===== src/rtl/gat_bram_load_ctrl_if.sv =====
// Host write / core BRAM write bundle for the multi-channel load controller.
// The master side drives host writes; the slave side returns trimmed BRAM writes.
interface gat_bram_load_ctrl_if #(
    parameter int unsigned NUM_CH    = 3,
    parameter int unsigned TOP_WIDTH = 32,
    parameter int unsigned DATA_W    = 20,
    parameter int unsigned ADDR_W    = 18
);
    logic [NUM_CH*TOP_WIDTH-1:0]  host_din;
    logic [NUM_CH-1:0]            host_ena;
    logic [NUM_CH-1:0]            host_wea;
    logic [NUM_CH*(ADDR_W+2)-1:0] host_addra;
    logic [NUM_CH*DATA_W-1:0]     bram_din;
    logic [NUM_CH-1:0]            bram_we;
    logic [NUM_CH*ADDR_W-1:0]     bram_addr;

    modport master (
        output host_din, host_ena, host_wea, host_addra,
        input  bram_din, bram_we, bram_addr
    );

    modport slave (
        input  host_din, host_ena, host_wea, host_addra,
        output bram_din, bram_we, bram_addr
    );
endinterface


===== src/rtl/gat_bram_load_ctrl.sv =====
// Host-to-core BRAM load controller: forwards trimmed word-addressed writes per channel,
// tracks load completion, launches one core run and blocks host writes while it runs.
module gat_bram_load_ctrl #(
    parameter int unsigned NUM_CH    = 3,
    parameter int unsigned TOP_WIDTH = 32,
    parameter int unsigned DATA_W    = 20,
    parameter int unsigned ADDR_W    = 18,
    parameter int unsigned CNT_W     = 20,
    localparam int unsigned SEL_W    = (NUM_CH > 1) ? $clog2(NUM_CH) : 1
) (
    input  logic                   clk,
    input  logic                   rst_n,
    gat_bram_load_ctrl_if.slave    bus,
    input  logic [NUM_CH-1:0]      host_load_done,
    input  logic                   gat_layer,
    input  logic                   core_done,
    input  logic [SEL_W-1:0]       dbg_sel,
    output logic                   core_start,
    output logic                   core_layer,
    output logic                   gat_ready,
    output logic [CNT_W-1:0]       dbg_count,
    output logic [1:0]             err_flags
);

    localparam int unsigned HA_W = ADDR_W + 2;

    typedef enum logic [1:0] {
        IDLE   = 2'd0,
        LOAD   = 2'd1,
        LAUNCH = 2'd2,
        RUN    = 2'd3
    } state_t;

    state_t                  state_q;
    logic                    core_start_q;
    logic                    core_layer_q;
    logic                    gat_ready_q;
    logic [NUM_CH-1:0]       we_q;
    logic [NUM_CH*ADDR_W-1:0] addr_q;
    logic [NUM_CH*DATA_W-1:0] din_q;
    logic [CNT_W-1:0]        cnt_q [NUM_CH];
    logic [NUM_CH-1:0]       done_q;
    logic [NUM_CH-1:0]       ld_prev_q;
    logic [1:0]              err_q;
    logic [CNT_W-1:0]        dbg_q;

    logic                    run_c;
    logic                    exit_run_c;
    logic [NUM_CH-1:0]       req_c;
    logic [NUM_CH-1:0]       accept_c;
    logic [NUM_CH-1:0]       done_rise_c;
    logic                    misalign_c;
    logic [NUM_CH-1:0]       unused_din_c;

    // Upper host data bits are not forwarded to the core.
    for (genvar gc = 0; gc < NUM_CH; gc++) begin : g_unused
        assign unused_din_c[gc] = ^bus.host_din[gc*TOP_WIDTH+DATA_W +: TOP_WIDTH-DATA_W];
    end

    always_comb begin
        run_c       = (state_q == RUN);
        exit_run_c  = run_c & core_done;
        req_c       = bus.host_ena & bus.host_wea;
        accept_c    = req_c & {NUM_CH{~run_c}};
        done_rise_c = host_load_done & ~ld_prev_q;
        misalign_c  = 1'b0;
        for (int c = 0; c < NUM_CH; c++) begin
            if (accept_c[c] && (bus.host_addra[c*HA_W +: 2] != 2'b00)) begin
                misalign_c = 1'b1;
            end
        end
    end

    // Write path, counters, done latches and sticky error flags.
    always_ff @(posedge clk or negedge rst_n) begin
        if (!rst_n) begin
            we_q      <= '0;
            addr_q    <= '0;
            din_q     <= '0;
            done_q    <= '0;
            ld_prev_q <= '0;
            err_q     <= '0;
            dbg_q     <= '0;
            for (int c = 0; c < NUM_CH; c++) begin
                cnt_q[c] <= '0;
            end
        end else begin
            ld_prev_q <= host_load_done;
            we_q      <= accept_c;
            for (int c = 0; c < NUM_CH; c++) begin
                if (accept_c[c]) begin
                    addr_q[c*ADDR_W +: ADDR_W] <= bus.host_addra[c*HA_W+2 +: ADDR_W];
                    din_q[c*DATA_W +: DATA_W]  <= bus.host_din[c*TOP_WIDTH +: DATA_W];
                end
                if (exit_run_c) begin
                    cnt_q[c] <= '0;
                end else if (accept_c[c] && (cnt_q[c] != {CNT_W{1'b1}})) begin
                    cnt_q[c] <= cnt_q[c] + CNT_W'(1);
                end
                if (exit_run_c) begin
                    done_q[c] <= 1'b0;
                end else if (done_rise_c[c]) begin
                    done_q[c] <= 1'b1;
                end
            end
            err_q[0] <= err_q[0] | misalign_c;
            err_q[1] <= err_q[1] | ((|req_c) & run_c);
            dbg_q    <= (32'(dbg_sel) < NUM_CH) ? cnt_q[dbg_sel] : '0;
        end
    end

    // Run-control FSM with registered launch pulse, layer latch and ready flag.
    always_ff @(posedge clk or negedge rst_n) begin
        if (!rst_n) begin
            state_q      <= IDLE;
            core_start_q <= 1'b0;
            core_layer_q <= 1'b0;
            gat_ready_q  <= 1'b1;
        end else begin
            core_start_q <= 1'b0;
            case (state_q)
                IDLE: begin
                    if ((|accept_c) || (|done_q)) begin
                        state_q <= LOAD;
                    end
                end
                LOAD: begin
                    if (&done_q) begin
                        state_q      <= LAUNCH;
                        core_start_q <= 1'b1;
                        core_layer_q <= gat_layer;
                        gat_ready_q  <= 1'b0;
                    end
                end
                LAUNCH: begin
                    state_q <= RUN;
                end
                RUN: begin
                    if (core_done) begin
                        state_q     <= IDLE;
                        gat_ready_q <= 1'b1;
                    end
                end
                default: begin
                    state_q     <= IDLE;
                    gat_ready_q <= 1'b1;
                end
            endcase
        end
    end

    assign bus.bram_we   = we_q;
    assign bus.bram_addr = addr_q;
    assign bus.bram_din  = din_q;
    assign core_start    = core_start_q;
    assign core_layer    = core_layer_q;
    assign gat_ready     = gat_ready_q;
    assign dbg_count     = dbg_q;
    assign err_flags     = err_q;

endmodule


===== src/flat_wrapper.sv =====
// flat-port wrapper written by rule: the top's interface ports become plain ports
module gat_bram_load_ctrl_flat 
#(
    parameter int unsigned NUM_CH    = 3,
    parameter int unsigned TOP_WIDTH = 32,
    parameter int unsigned DATA_W    = 20,
    parameter int unsigned ADDR_W    = 18,
    parameter int unsigned CNT_W     = 20,
    localparam int unsigned SEL_W    = (NUM_CH > 1) ? $clog2(NUM_CH) : 1
)
  (clk, rst_n, host_load_done, gat_layer, core_done, dbg_sel, core_start, core_layer, gat_ready, dbg_count, err_flags, bus_host_din, bus_host_ena, bus_host_wea, bus_host_addra, bus_bram_din, bus_bram_we, bus_bram_addr);
  gat_bram_load_ctrl_if #(.NUM_CH(NUM_CH), .TOP_WIDTH(TOP_WIDTH), .DATA_W(DATA_W), .ADDR_W(ADDR_W)) bus_i ();
  input  logic clk;
  input  logic rst_n;
  input  logic [NUM_CH-1:0] host_load_done;
  input  logic gat_layer;
  input  logic core_done;
  input  logic [SEL_W-1:0] dbg_sel;
  output logic core_start;
  output logic core_layer;
  output logic gat_ready;
  output logic [CNT_W-1:0] dbg_count;
  output logic [1:0] err_flags;
  input wire logic [$bits(bus_i.host_din)-1:0] bus_host_din;
  input wire logic [$bits(bus_i.host_ena)-1:0] bus_host_ena;
  input wire logic [$bits(bus_i.host_wea)-1:0] bus_host_wea;
  input wire logic [$bits(bus_i.host_addra)-1:0] bus_host_addra;
  output wire logic [$bits(bus_i.bram_din)-1:0] bus_bram_din;
  output wire logic [$bits(bus_i.bram_we)-1:0] bus_bram_we;
  output wire logic [$bits(bus_i.bram_addr)-1:0] bus_bram_addr;
  assign bus_i.host_din = bus_host_din;
  assign bus_i.host_ena = bus_host_ena;
  assign bus_i.host_wea = bus_host_wea;
  assign bus_i.host_addra = bus_host_addra;
  assign bus_bram_din = bus_i.bram_din;
  assign bus_bram_we = bus_i.bram_we;
  assign bus_bram_addr = bus_i.bram_addr;
  gat_bram_load_ctrl #(.NUM_CH(NUM_CH), .TOP_WIDTH(TOP_WIDTH), .DATA_W(DATA_W), .ADDR_W(ADDR_W), .CNT_W(CNT_W)) u_core (.clk(clk), .rst_n(rst_n), .bus(bus_i), .host_load_done(host_load_done), .gat_layer(gat_layer), .core_done(core_done), .dbg_sel(dbg_sel), .core_start(core_start), .core_layer(core_layer), .gat_ready(gat_ready), .dbg_count(dbg_count), .err_flags(err_flags));
endmodule

===== config.mk =====
export PLATFORM = sky130hd
export DESIGN_NAME = gat_bram_load_ctrl_flat
export DESIGN_NICKNAME = d
export VERILOG_FILES = /design/src/rtl/gat_bram_load_ctrl_if.sv /design/src/rtl/gat_bram_load_ctrl.sv /design/src/flat_wrapper.sv
export SDC_FILE = /design/constraint.sdc
export NUM_CORES = 1
export LEC_CHECK = 0
export CAP_MARGIN = 20
export CORE_MARGIN = 8
export CORE_UTILIZATION = 38
export CTS_BUF_LIST = sky130_fd_sc_hd__clkbuf_16
export CTS_CLUSTER_DIAMETER = 200
export DETAILED_ROUTE_END_ITERATION = 10
export GPL_TIMING_DRIVEN = 0
export PLACE_DENSITY = 0.71
export SETUP_SLACK_MARGIN = 0.15
export SLEW_MARGIN = 30
export SYNTH_ARGS = -nofsm -noshare
export SYNTH_HDL_FRONTEND = slang
export SYNTH_SLANG_ARGS = --single-unit

===== constraint.sdc =====
create_clock -name clk -period 2.1 [get_ports clk]
set_input_delay 0.315 -clock clk [delete_from_list [all_inputs] [get_ports clk]]
set_output_delay 0.315 -clock clk [all_outputs]
set_load 0.05 [all_outputs]

# Word-level counts from Yosys, hierarchy flattened
# Cells that the tools add are included.
[totals] reg_bits=210 input_bits=171 out_inout_bits=142 elab_cells=97
[classes] n_reduce_logical=25 n_bitwise=10 addsub=3 n_lt_le_gt_ge=2 n_eq_ne=9 n_mux=28
[ops] op="20-bit two-way mux" n=9
[ops] op="20-bit by 1-bit adder with 20-bit output (second input constant)" n=3
[ops] op="20-bit inequality test (second input constant)" n=3
[ops] op="20-bit binary-select mux with 2-bit select" n=1
[ops] op="2-bit nonzero test" n=10
[ops] op="1-bit two-way mux" n=13
[ops] op="3-bit bitwise AND" n=3
[ops] op="3-bit AND reduction" n=3
[ops] op="3-bit OR reduction" n=3
[ops] op="2-bit one-hot mux with 4 select lines" n=1
[ops] op="1-bit logical AND" n=6
[ops] op="2-bit two-way mux" n=3
[ops] op="2-bit equality test (second input constant)" n=2
[ops] op="2-bit by 1-bit inequality test with 1-bit output (second input constant)" n=2
[ops] op="4-bit AND reduction" n=1
[ops] op="3-bit >= comparator (second input constant)" n=1
[ops] op="2-bit NOT with 3-bit output" n=1
[ops] op="3-bit NOT" n=1
[ops] op="1-bit bitwise AND" n=2
[ops] op="2-bit by 1-bit equality test with 1-bit output (second input constant)" n=1
[ops] op="2-bit logical NOT" n=1
[ops] op="2-bit less-than comparator (second input constant)" n=1
[ops] op="2-bit inequality test (second input constant)" n=1
[ops] op="1-bit OR" n=2
[ops] op="other kinds (3)" n=3

# Logic depth before layout (Yosys ltp)
[depth] word_depth=8 mapped_depth=8

# Least setup slack after synthesis
# No wires, ideal clock.
[synth_path] kind="register -> register" startpoint="register u_core.state_q[0]" endpoint="register u_core.cnt_q[33] (netlist bit)" n_path_buf=1 stages_incl_launch_ff=7 t_arrival_ns=1.906 path_slack_ns=0.116 period_less_slack_ns=1.984 cell_sequence="dfrtp_1 > ha_1 > or2_2 > clkbuf_1 > a21o_4 > or4_1 > a21oi_1"
[synth_between] elab_chain_len=5 elab_cells_between_ends=7 classes_between="eq/ne (1); mux (1); bitwise (3); reduce/logical (2)"
[synth_rtl] element="start, declared" line_no="gat_bram_load_ctrl.sv:34" rtl="state_t state_q;"
[synth_rtl] element="start signal, assigned" line_no="gat_bram_load_ctrl.sv:115" rtl="state_q <= IDLE;"
[synth_rtl] element="start signal, assigned" line_no="gat_bram_load_ctrl.sv:124" rtl="state_q <= LOAD;"
[synth_rtl] element="start signal, assigned" line_no="gat_bram_load_ctrl.sv:129" rtl="state_q <= LAUNCH;"
[synth_rtl] element="2-bit equality test (*)" line_no="gat_bram_load_ctrl.sv:61" rtl="run_c = (state_q == RUN);"
[synth_rtl] element="via u_core.run_c" line_no="gat_bram_load_ctrl.sv:47" rtl="logic run_c;"
[synth_rtl] element="1-bit NOT" line_no="gat_bram_load_ctrl.sv:64" rtl="accept_c = req_c & {NUM_CH{~run_c}};"
[synth_rtl] element="3-bit bitwise AND" line_no="gat_bram_load_ctrl.sv:64"
[synth_rtl] element="1-bit logical AND" line_no="gat_bram_load_ctrl.sv:97" rtl="end else if (accept_c[c] && (cnt_q[c] != {CNT_W{1'b1}})) begin"
[synth_rtl] element="2-bit nonzero test (no line)"
[synth_rtl] element="end signal, assigned by index" line_no="gat_bram_load_ctrl.sv:98" rtl="cnt_q[c] <= cnt_q[c] + CNT_W'(1);"
[synth_rtl] element="end, declared" line_no="gat_bram_load_ctrl.sv:41" rtl="logic [CNT_W-1:0] cnt_q [NUM_CH];"
# The timed path passes the listed nets; every way through them passes the cells marked *.
# A chain may end at the register's enable or synchronous reset.

# Final worst setup path
[layout_path] startpoint="register u_core.cnt_q[40] (netlist bit)" endpoint="register u_core.cnt_q[57] (netlist bit)"
[layout_between] elab_chain_len=3 elab_cells_between_ends=6 classes_between="add/sub (1); eq/ne (1); mux (2); reduce/logical (2)"
[layout_rtl] element="20-bit by 1-bit adder with 20-bit output or 20-bit inequality test (tied branches)" line_no="gat_bram_load_ctrl.sv:98, gat_bram_load_ctrl.sv:97"
[layout_rtl] element="20-bit two-way mux or 1-bit logical AND (tied branches)" line_no="gat_bram_load_ctrl.sv:97"
[layout_rtl] element="20-bit two-way mux or 2-bit nonzero test (tied branches)"
# Several ways; a longest one is shown, not always the timed one. The select of a mux whose other input is x is not followed.

==> out/metrics.cfg <==
[grt]
grt_pass1_vias=8501
grt_overflow=0
grt_max_degree=62
grt_usage_pct=18.7
antenna_found_initial=0
grt_pass1_wl_mm=44.5

[synthesis]
synth_nets=1179
synth.most_common_cell=nand2_1
netlist.area_leader.share_pct=56.9
yosysWarnings=0
ys.flop_type=dfrtp_1
synth_area_leader_cell=dfrtp_1
syn_avg_cell_area_sq_um=9.19
syn-cell-area_sq_mm=0.00920
synth_cell_types=58
synth_common_cells=416 x nand2_1, 209 x dfrtp_1, 46 x o21ai_0
ys_ff_latch=210
synth_edf_count=0
synthCells=1001
seq_area_frac_synth_pct=57.1
synth_top_cells_by_area=dfrtp_1 57%, nand2_1 17%, mux2i_1 2.9%
synthArstFlopShare_pct=100

[critical_path]
cp-start-kind=register
critical_path_arrival_ns=2.33
reg2reg_to=u_core.cnt_q[57]$_DFFE_PN0P_
crit_slowest_cell=dfrtp_2
worstSetupEndpointType=register
critPathRequiredTime_ns=2.49
crit_start=u_core.cnt_q[40]$_DFFE_PN0P_
cpPeakStageDelay_ns=0.42
timing.setup.critical_path_class=reg -> reg
r2r_setup_slack_ns=0.15
r2r_start=u_core.cnt_q[40]$_DFFE_PN0P_
crit_buf_inv=1
r2r_cells=7
worstPathCellList=ha_4 -> nand3_4 -> nor4_4 -> a21oi_2 -> buf_6 -> and3_1 -> a211o_1
cp_max_fo=8
critPathTopFamily=simple AND/OR/NAND/NOR gates

[clock_network]
worstSkewPairLatency_ns=0.51
cts.sinks=210
cts_tree=done
clock_path_buffers=3
path_clk_slew_ns=0.06
htree_levels=1
numCtsBuffers=24
cts-root-buf=clkbuf_16

[place]
io_buffer_count=276
post-place-ws_ns=-0.580
routabilityCongestion=0.849
hpwl_mm=20.4

[sta]
report.final.setup_viol=0
min_period_ns=1.95
layout_setup_ws_ns=0.155
max_freq_ghz=0.514
tns_ns=0
report.final.slew_viol_count=0
maxSlewHeadroom_pct=49.9
rsz0062_at_grt=yes
hold_violations=0
worstMarginPinSlew_ns=0.752
period_share_pct=92.6
fin_skew_ns=0.00871

[floorplan]
die_area_sq_mm=0.0294
pin_count=313
rows=57
core_area_sq_mm=0.0240
initial_core_util_pct=38.3
fp.dieW_um=172
die_height_um=172

[hold_path]
min_from=host_load_done[2]
hold_depth=1
hold_class=in -> reg
hold_end=u_core.ld_prev_q[2]$_DFF_PN0_

[power_and_ir_drop]
leakagePower_nw=6.96
power.density_mw_per_mm2=1330
internal_power_mw=10.2
switchingPower_mw=8.08
p_seq_share_pct=32.5
netSwitchingFraction_pct=44.2
finalPower_mw=18.3
clkPwrFrac_pct=23.9
combPwrFrac_pct=43.6
ir_drop_uv=867

[finish]
fin_nets=1527
drive_above_1_share_pct=12.0
antenna_cells=0
synthToLayoutAreaGrowth_pct=49.3

[routing]
wl_per_cell_um=16.8
first_pass_iters=5
drc=0
vias=8425
antenna_left=0
routed_via_density=4.98
drtIter0Drc=623
routed_wl_mm=28.5

[run_status]
outcome=finished, final reports clean

[job]
cap_violations=0

## worst max path at each step
stage | depth (start not counted) | endpoint | slack [ns]
3_3_place_gp | 1 | u_core.bus.bram_addr[46]$_DFFE_PN0P_ | -8.52
2_1_floorplan | 6 | u_core.cnt_q[33]$_DFFE_PN0P_ | 0.14
4_1_cts | 6 | u_core.cnt_q[49]$_DFFE_PN0P_ | 0.04
3_5_place_dp | 8 | u_core.err_flags[0]$_DFF_PN0_ | -0.58
6_report | 7 | u_core.cnt_q[57]$_DFFE_PN0P_ | 0.15
5_1_grt | 7 | u_core.cnt_q[57]$_DFFE_PN0P_ | 0.07
## what timing repair did
| action | CTS | global route |
|---|---|---|
| gates cloned | 1 | 2 |
| pin swaps | 9 | 12 |
| hold buffers | 1 | 0 |
| endpoints found under the setup margin | 316 | 99 |
| hold endpoints to repair | 44 | 0 |
| buffers inserted | 12 | 27 |
| resized for setup | 192 | 54 |
## worst register-to-register path, delay by kind of cell (launching register included)
kind | cells | cell delay (ns)
compound gates | 2 | 0.39
fa+ha+maj | 1 | 0.17
buf+inv | 1 | 0.15
flops | 1 | 0.42
simple gates | 3 | 0.70
## layout by cell type (no fill, tap or decap), types with 4 or more instances in the layout
| cell | netlist | layout |
|---|---|---|
| nand2_1 | 416 | 415 |
| dfrtp_1 | 209 | 200 |
| dlygate4sd2_1 | 0 | 141 |
| clkdlybuf4s50_1 | 0 | 133 |
| o21ai_0 | 46 | 43 |
| buf_4 | 0 | 41 |
| nand3_1 | 35 | 31 |
| mux2i_1 | 27 | 27 |
| a31oi_1 | 27 | 27 |
| clkbuf_16 | 0 | 25 |
| clkbuf_2 | 0 | 20 |
| inv_1 | 10 | 20 |
| nor2_1 | 19 | 18 |
| a21oi_1 | 20 | 18 |
| clkbuf_1 | 38 | 14 |
| and3_1 | 14 | 14 |
| nand4_1 | 12 | 12 |
| dfrtp_2 | 0 | 9 |
| a21o_1 | 10 | 8 |
| and4_1 | 7 | 7 |
| o31ai_1 | 7 | 7 |
| nor3_1 | 9 | 7 |
| buf_6 | 1 | 6 |
| nand2b_1 | 6 | 6 |
| o21ai_1 | 2 | 5 |
| o211ai_1 | 5 | 5 |
| bufinv_16 | 0 | 5 |
| buf_2 | 7 | 4 |
| nor4_4 | 1 | 4 |
| a41oi_1 | 5 | 4 |
| o41ai_1 | 4 | 4 |
| a211o_1 | 4 | 4 |
## state kept, by name, summed over array words and instances, names as in the netlist
signal                count
u_core.bus.bram_din      60
u_core.cnt_q             60
u_core.bus.bram_addr     54
u_core.dbg_count         20
u_core.bus.bram_we        3
u_core.done_q             3
u_core.ld_prev_q          3
u_core.err_flags          2
u_core.state_q            2
u_core.core_layer         1
u_core.core_start         1
u_core.gat_ready          1
## layout make-up
class	count	area [sq um]
clock inverter	19	206
fill	2131	10300
clock buffer	25	626
buffer	49	293
inverter	13	55.1
timing repair buffer	322	2990
tap	324	405
multi-input combinational	729	3890
sequential	210	5270
## kinds of logic (layout without fill, tap and decap cells)
group / Yosys count / count (layout) / synth area share, %
mux: 28 / 28 / 3.06
xor+xnor: 5 / 5 / 0.476
compound gates: 143 / 143 / 9.97
fa+ha+maj: 7 / 7 / 0.952
flops: 210 / 210 / 57.1
buf+inv: 62 / 428 / 2.71
simple gates: 546 / 546 / 25.7
## power by group through the flow
stage | combinational, mW | sequential, mW | clock, mW
floorplan | 1.65 | 9.41 | 0
global placement | 8.13 | 5.97 | 0
detailed placement | 8.23 | 6.02 | 0
CTS | 7.76 | 5.92 | 4.49
global route | 8.51 | 6.10 | 4.64
finish | 7.97 | 5.94 | 4.38
## layer usage
layer	wire (um)	global-route usage, %	part of all wire, %
met5	0	0	0
met4	601	4.88	2.1
met2	13400	30.4	47
met3	3260	7.05	11
met1	11200	23.2	39
## per-stage QoR
step                utilization [%]  hold slack [ns]  area (sq um)  std cells
floorplan                         -           0.0194          9200       1001
global placement               51.5            0.439         12400       1601
detailed placement             51.8            0.249         12500       1604
CTS                            55.6            0.259         13400       1662
global route                   57.2            0.276         13700       1691
finish                         57.2            0.275         13700       1691
(Power assumes the default switching activity.)
